### config.mk
export PLATFORM = sky130hd
export DESIGN_NAME = prog_clock_divider
export DESIGN_NICKNAME = d
export VERILOG_FILES = /design/src/rtl/clkdiv_pkg.sv /design/src/rtl/clkdiv_shadow.sv /design/src/rtl/prog_clock_divider.sv
export SDC_FILE = /design/constraint.sdc
export NUM_CORES = 1
export LEC_CHECK = 0
export CORE_MARGIN = 5
export CORE_UTILIZATION = 50
export DETAILED_ROUTE_END_ITERATION = 6
export HOLD_SLACK_MARGIN = 0.08
export PLACE_DENSITY = 0.67
export SLEW_MARGIN = 40
export SYNTH_ARGS = -nofsm -noshare
export SYNTH_HDL_FRONTEND = slang
export SYNTH_HIERARCHICAL = 1
export SYNTH_SLANG_ARGS = --single-unit
### constraint.sdc
create_clock -name clk -period 20.2 [get_ports clk]
set_clock_uncertainty 0.2 [all_clocks]
set_input_delay 4.04 -clock clk [delete_from_list [all_inputs] [get_ports clk]]
set_output_delay 4.04 -clock clk [all_outputs]
set_load 0.05 [all_outputs]
### src/rtl/clkdiv_pkg.sv
// Shared types, limits and configuration clamping for the programmable clock divider.
package clkdiv_pkg;

  typedef enum logic {
    IDLE = 1'b0,
    RUN  = 1'b1
  } state_t;

  localparam int CLKDIV_MIN_DIV  = 2;
  localparam int CLKDIV_MIN_HIGH = 1;

  // Forces a requested period/high time into a shape that always toggles:
  // period of at least two cycles, high time at least one cycle and at least
  // one cycle shorter than the period. Result is {period, high}, 32 bits each.
  function automatic logic [63:0] clamp_cfg(input logic [31:0] div,
                                            input logic [31:0] high);
    logic [31:0] p;
    logic [31:0] h;
    p = (div < 32'(CLKDIV_MIN_DIV)) ? 32'(CLKDIV_MIN_DIV) : div;
    h = (high < 32'(CLKDIV_MIN_HIGH)) ? 32'(CLKDIV_MIN_HIGH) : high;
    if (h > p - 32'd1) h = p - 32'd1;
    return {p, h};
  endfunction

endpackage

### src/rtl/clkdiv_shadow.sv
// Configuration shadow register: accepts one clamped period/high-time pair,
// holds it as pending until the divider applies it at a safe point.
module clkdiv_shadow
  import clkdiv_pkg::*;
#(
  parameter int W = 26
) (
  input  logic         clk,
  input  logic         rst,
  input  logic         cfg_valid,
  input  logic [W-1:0] cfg_div,
  input  logic [W-1:0] cfg_high,
  input  logic         apply,
  output logic         cfg_ready,
  output logic         pending,
  output logic [W-1:0] shadow_div,
  output logic [W-1:0] shadow_high
);

  logic [63:0] clamped;

  assign clamped   = clamp_cfg(32'(cfg_div), 32'(cfg_high));
  assign cfg_ready = !pending;

  // Capture a clamped offer while the slot is free; release the slot once applied.
  // Accept and apply never coincide because accept requires pending to be clear.
  always_ff @(posedge clk) begin
    if (rst) begin
      pending     <= 1'b0;
      shadow_div  <= '0;
      shadow_high <= '0;
    end else if (cfg_valid && cfg_ready) begin
      pending     <= 1'b1;
      shadow_div  <= W'(clamped[63:32]);
      shadow_high <= W'(clamped[31:0]);
    end else if (apply) begin
      pending <= 1'b0;
    end
  end

endmodule

### src/rtl/prog_clock_divider.sv
// Runtime-programmable clock divider with glitch-free period-boundary updates.
// Optional macro CLKDIV_TICK_EN adds a one-cycle 'tick' strobe at each rising clk_out.
module prog_clock_divider
  import clkdiv_pkg::*;
#(
  parameter int W        = 26,
  parameter int DEF_DIV  = 50000,
  parameter int DEF_HIGH = 25000
) (
  input  logic         clk,
  input  logic         rst,
  input  logic         en,
  input  logic         cfg_valid,
  output logic         cfg_ready,
  input  logic [W-1:0] cfg_div,
  input  logic [W-1:0] cfg_high,
  output logic         clk_out,
`ifdef CLKDIV_TICK_EN
  output logic         running,
  output logic         tick
`else
  output logic         running
`endif
);

  state_t       state, state_next;
  logic [W-1:0] cnt, cnt_next;
  logic [W-1:0] p_reg, p_next;
  logic [W-1:0] h_reg, h_next;
  logic         clk_out_next;
  logic         apply;
  logic         pending;
  logic [W-1:0] shadow_div;
  logic [W-1:0] shadow_high;
  logic         at_boundary;

  clkdiv_shadow #(.W(W)) u_shadow (
    .clk        (clk),
    .rst        (rst),
    .cfg_valid  (cfg_valid),
    .cfg_div    (cfg_div),
    .cfg_high   (cfg_high),
    .apply      (apply),
    .cfg_ready  (cfg_ready),
    .pending    (pending),
    .shadow_div (shadow_div),
    .shadow_high(shadow_high)
  );

  assign at_boundary = (cnt == p_reg - W'(1));
  assign running     = (state == RUN);

  // Next state, counter and active period/high time; new settings are only
  // taken in IDLE or on the last cycle of a period, so clk_out never glitches.
  always_comb begin
    state_next = state;
    cnt_next   = cnt;
    p_next     = p_reg;
    h_next     = h_reg;
    apply      = 1'b0;
    case (state)
      IDLE: begin
        cnt_next = '0;
        if (pending) begin
          apply  = 1'b1;
          p_next = shadow_div;
          h_next = shadow_high;
        end
        if (en) state_next = RUN;
      end
      RUN: begin
        if (at_boundary) begin
          cnt_next = '0;
          if (pending) begin
            apply  = 1'b1;
            p_next = shadow_div;
            h_next = shadow_high;
          end
          if (!en) state_next = IDLE;
        end else begin
          cnt_next = cnt + W'(1);
        end
      end
      default: state_next = IDLE;
    endcase
    clk_out_next = (state_next == RUN) && (cnt_next < h_next);
  end

  // State, counter, active settings and the registered divided clock.
  always_ff @(posedge clk) begin
    if (rst) begin
      state   <= IDLE;
      cnt     <= '0;
      p_reg   <= W'(DEF_DIV);
      h_reg   <= W'(DEF_HIGH);
      clk_out <= 1'b0;
    end else begin
      state   <= state_next;
      cnt     <= cnt_next;
      p_reg   <= p_next;
      h_reg   <= h_next;
      clk_out <= clk_out_next;
    end
  end

`ifdef CLKDIV_TICK_EN
  // One-cycle strobe on the first cycle of every running period.
  always_ff @(posedge clk) begin
    if (rst) tick <= 1'b0;
    else     tick <= (state_next == RUN) && (cnt_next == '0);
  end
`endif

endmodule

; ---- Word-level counts from Yosys, hierarchy flattened
; Index checks and enable logic that the tools add are counted.
[totals]
ff_bits = 133
inputBits = 56
output_inout_bits = 3
elab_cells = 41
[op_classes]
add_sub_neg = 3
n_lt_le_gt_ge = 4
n_eq_ne = 2
muxes = 19
bitwise = 1
reduce_logical = 4
[ops]
columns = cell, n
row1 = $mux 26, 8
row2 = $pmux 26 s2, 3
row3 = $gt 26x32->1, 1
row4 = $sub 26x1->27 const B, 1
row5 = $add 26x1->26 const B, 1
row6 = $eq 26x26->1, 1
row7 = $lt 26x1->1 const B, 1
row8 = $lt 26x2->1 const B, 1
row9 = $lt 26x26->1, 1
row10 = $sub 26x1->26 const B, 1
row11 = $mux 1, 6
row12 = $pmux 1 s2, 2
row13 = $logic_and 1x1->1, 2
row14 = $ne 2x1->1 const B, 1
row15 = $reduce_bool 2->1, 1
row16 = $logic_not 1->1, 1
row17 = $not 1->1, 1

; ---- Logic depth before layout (Yosys ltp)
[depth]
word_depth = 6
depth_mapped = 24

; ---- Modules after synthesis
; Netlist, hierarchy kept.
[by_module_without_submodules]
columns = module, n_inst, cells_each, area_per_inst_um2
row1 = prog_clock_divider, 1, 618, 4835.9
row2 = clkdiv_shadow, 1, 456, 3507.1

; ---- Least setup slack after synthesis
; OpenSTA, ideal clock, no wires.
[synth_path]
path_kind = input -> register
start = in cfg_div[6]
end = reg u_shadow.shadow_high[11]
arrival_ps = 8885
path_slack_ps = 11009
cell_stages = 18
path_cell_list = or4_4 > or4_4 > buf_6 > or2_1 > buf_6 > o41ai_1 > ha_1 > nand2_1 > or4_4 > xor2_1 > ha_1 > nand4_1 > nor4_1 > a21o_1 > clkbuf_1 > nand2_1 > buf_2 > o311ai_0
[synth_between]
elab_chain_cells = 5
[synth_lines]
columns = item, line_no
row1 = "start, declared", prog_clock_divider.sv:15  ; input logic [W-1:0] cfg_div,
row2 = $lt 26x2->1, clkdiv_pkg.sv:19  ; p = (div < 32'(CLKDIV_MIN_DIV)) ? 32'(CLKDIV_MIN_DIV) : div;
row3 = $mux 26 *, clkdiv_pkg.sv:19
row4 = $sub 26x1->27 *, clkdiv_pkg.sv:21  ; if (h > p - 32'd1) h = p - 32'd1;
row5 = $gt 26x32->1, clkdiv_pkg.sv:21
row6 = $mux 26 *, clkdiv_pkg.sv:21
row7 = "end signal, assigned", clkdiv_shadow.sv:35  ; shadow_high <= W'(clamped[31:0]);
row8 = "end, declared", clkdiv_shadow.sv:17  ; output logic [W-1:0] shadow_high
; Mark *: on every way between the ends. The rest lies on a longest branch, timed or not.
; A chain may end at the register's enable or synchronous reset.

; ---- Final worst setup path
[layout_path]
start = in cfg_div[4]
end = reg u_shadow.shadow_high[9]
; The elaborated chain is that of the path after synthesis.

==> results.cfg <==
[sta]
setup_tns_ns = 0
finalCriticalPeriod_ns = 10.30
timing.final.crit_share = 0.5100
timing.fmax_mhz = 97.06
finalHoldViolCount = 0
rsz0062_at_grt = false
drv_slew = 0
max_slew_margin = 0.4736
worst_slew_pin_slew_ns = 0.7896
setup_viol = 0

[synth]
async_flop_share = 0
postSynthCellCount = 1074
synth-seq-cells = 133
syn_nets = 1184
synth_edf_count = 0
synth.avg_cell_area_um2 = 7.768
synth_seq_area_share = 0.3191
yosys_most_used_dff = dfxtp_1
synth_area_um2 = 8343
ys_types = 67
yosys_warnings = 6

[global_route]
gr-usage-met3 = 0.03966
grt_use_total = 0.2466
grt_use_met1 = 0.3521
antenna_found_initial = 0
grt_pass1_wl_um = 38240
grt-busiest-layer = met2
grt_pass1_vias = 7116
grt_max_degree = 105
use_met2 = 0.3835
grt_overflow_total = 0

[clock_tree]
clkSlewWorstSetupHoldPaths_ns = 0.06
cts-resized-gates = 0
htreeDepth = 4
clock_path_buffers = 2
holdBufCountCts = 0
cts-buffers-inserted = 17
cts_tree = done
cts.sinks = 133
cts_setup_buffers = 0
clk_latency_ns = 0.43
cts_root_buf = clkbuf_16

[placed_design]
portBuffers = 58
hpwl_um = 18320
routabilityCongestion = 1.041

[final_layout]
drive_gt1_frac = 0.06204
multi_input_area_um2 = 5273
seqCellArea_um2 = 2664
fin_nets = 1177
diodes = 0
area_growth_pct = 13.89
nFillCells = 1571
fin_util = 0.5771

[critical_path]
crit_arrival_ns = 10.41
crit_path_end_kind = flop
cp_max_fo = 18
start_kind = input pin
crit_required_ns = 20.31
path_class = in2reg

[floorplanning]
die_height_um = 139.2
die_width_um = 139.2
start_util = 0.5067
dieArea_um2 = 19370
rows = 47
core_area_um2 = 16470
ios = 59

[drt]
dr.pass1.iters = 6
drc_errors = 0
vias = 7698
drtIter0Drc = 690
drtAntennaViolNets = 0
drt_wl_total_um = 24330
vias_per_cell = 5.922
wl_per_cell_um = 18.72

[pwr]
power.density_nw_per_um2 = 73.21
worst_ir_drop_vdd_mv = 0.06057
p_leak_nw = 3.324

[outcome]
status = completed

[hold_path]
hold_class = reg2reg

[run]
cap_violations = 0
[cells in the mapped netlist (4+ instances only)]
| library cell | n | share of area |
|---|---|---|
| ha_1 | 54 | 0.081 |
| clkbuf_1 | 80 | 0.036 |
| inv_1 | 16 | 0.0072 |
| a21oi_1 | 104 | 0.062 |
| nand4_1 | 18 | 0.013 |
| a21o_1 | 9 | 0.0081 |
| o311ai_1 | 4 | 0.0042 |
| buf_2 | 9 | 0.0054 |
| nand2b_1 | 4 | 0.0030 |
| nor3b_1 | 15 | 0.013 |
| dfxtp_1 | 133 | 0.32 |
| or4_4 | 4 | 0.0054 |
| xor2_1 | 29 | 0.030 |
| nand3_1 | 71 | 0.043 |
| nand2_1 | 86 | 0.039 |
| o21ai_0 | 96 | 0.058 |
| o211ai_1 | 9 | 0.0081 |
| xnor2_1 | 45 | 0.047 |
| nor2_1 | 89 | 0.040 |
| nor3_1 | 23 | 0.014 |
| nor2b_1 | 8 | 0.0060 |
| o311ai_0 | 9 | 0.0094 |
| and3_1 | 8 | 0.0060 |
| nor4_1 | 16 | 0.012 |
| or3_1 | 15 | 0.011 |
| a31oi_1 | 4 | 0.0030 |
| nand3b_1 | 28 | 0.025 |
| o21a_1 | 7 | 0.0063 |
| and2_1 | 22 | 0.016 |
[cell families (layout without fill, tap and decap cells)]
| group | count (synthesis) | after routing | synth area share |
|---|---|---|---|
| buffers and inverters | 110 | 116 | 0.05264 |
| AOI/OAI and AO/OA | 280 | 280 | 0.2016 |
| muxes | 1 | 1 | 0.001350 |
| xor gates and xnor gates | 75 | 75 | 0.07963 |
| adders and majority gates | 54 | 54 | 0.08098 |
| and+or+nand+nor | 421 | 421 | 0.2647 |
| DFF | 133 | 133 | 0.3191 |
[path summary, 6_finish.rpt]
check	start	endpoint	slack [ns]	cells after the start
hold / removal	u_shadow/shadow_div[24]$_SDFFE_PP0P_	u_shadow/shadow_div[24]$_SDFFE_PP0P_	0.26	2
setup reg to reg	p_reg[0]$_SDFFE_PP0P_	clk_out$_SDFF_PP0_	14.25	22
setup / recovery	cfg_div[4]	u_shadow/shadow_high[9]$_SDFFE_PP0P_	9.90	15
hold reg to reg	u_shadow/shadow_div[24]$_SDFFE_PP0P_	u_shadow/shadow_div[24]$_SDFFE_PP0P_	0.26	2
[report_power, final]
part | internal [W] | switching, W | total, W | leakage, nW
Clock | 0.000165 | 0.000135 | 0.000300 | 0.283
Combinational | 0.0000421 | 0.0000691 | 0.000111 | 1.96
Sequential | 0.000275 | 0.00000978 | 0.000285 | 1.08
[per-stage QoR]
stage          setup slack [ns]  hold slack [ns]  std cells  area [um^2]  power (W)
5_1_grt                   9.583           0.2762       1300         9502  0.0007241
4_1_cts                   9.712           0.2557       1300         9494  0.0006998
3_3_place_gp              9.634           0.2435       1268         8906  0.0003988
3_5_place_dp              9.273           0.2467       1268         8921  0.0003999
2_1_floorplan             11.01           0.2362       1074         8343  0.0003595
6_report                  9.897           0.2571       1300         9502  0.0006956
[critical path, cell delays in order]
cell             delay, ns
clkdlybuf4s50_1       0.50
or4_4                 0.57
or4_4                 0.55
or2_1                 0.40
o41ai_2               0.62
ha_1                  0.29
nand2_1               0.30
or4_4                 0.61
xor2_1                0.18
ha_1                  0.31
nand4_1               0.16
nor4_1                0.47
a21o_1                0.53
nand2_1               0.42
o311ai_0              0.44
[layout make-up]
| class | instances | share of cell area |
|---|---|---|
| Multi-Input combinational cell | 831 | 0.5549 |
| Sequential cell | 133 | 0.2804 |
| Timing Repair Buffer | 68 | 0.06913 |
| Clock buffer | 17 | 0.04477 |
| Tap cell | 220 | 0.02897 |
| Clock inverter | 15 | 0.01554 |
| Inverter | 16 | 0.006321 |
[cell usage in the layout (no fill, tap or decap), drive strengths merged, types with 11 or more instances in the layout]
cell           count
a21oi            105
and2              22
buf               11
clkbuf            17
clkdlybuf4s50     57
dfxtp            133
ha                54
inv               29
nand2             86
nand3             71
nand3b            28
nand4             18
nor2              89
nor3              23
nor3b             15
nor4              19
o21ai             98
o311ai            13
or3               15
xnor2             45
xor2              30
[metal layers]
| metal | share of wire | vias to the layer above |
|---|---|---|
| li1 | - | 3838 |
| met1 | 0.47 | 3583 |
| met2 | 0.45 | 248 |
| met3 | 0.063 | 29 |
| met4 | 0.017 | 0 |
| met5 | 0 | - |
Power figures use the tool's default switching activity.
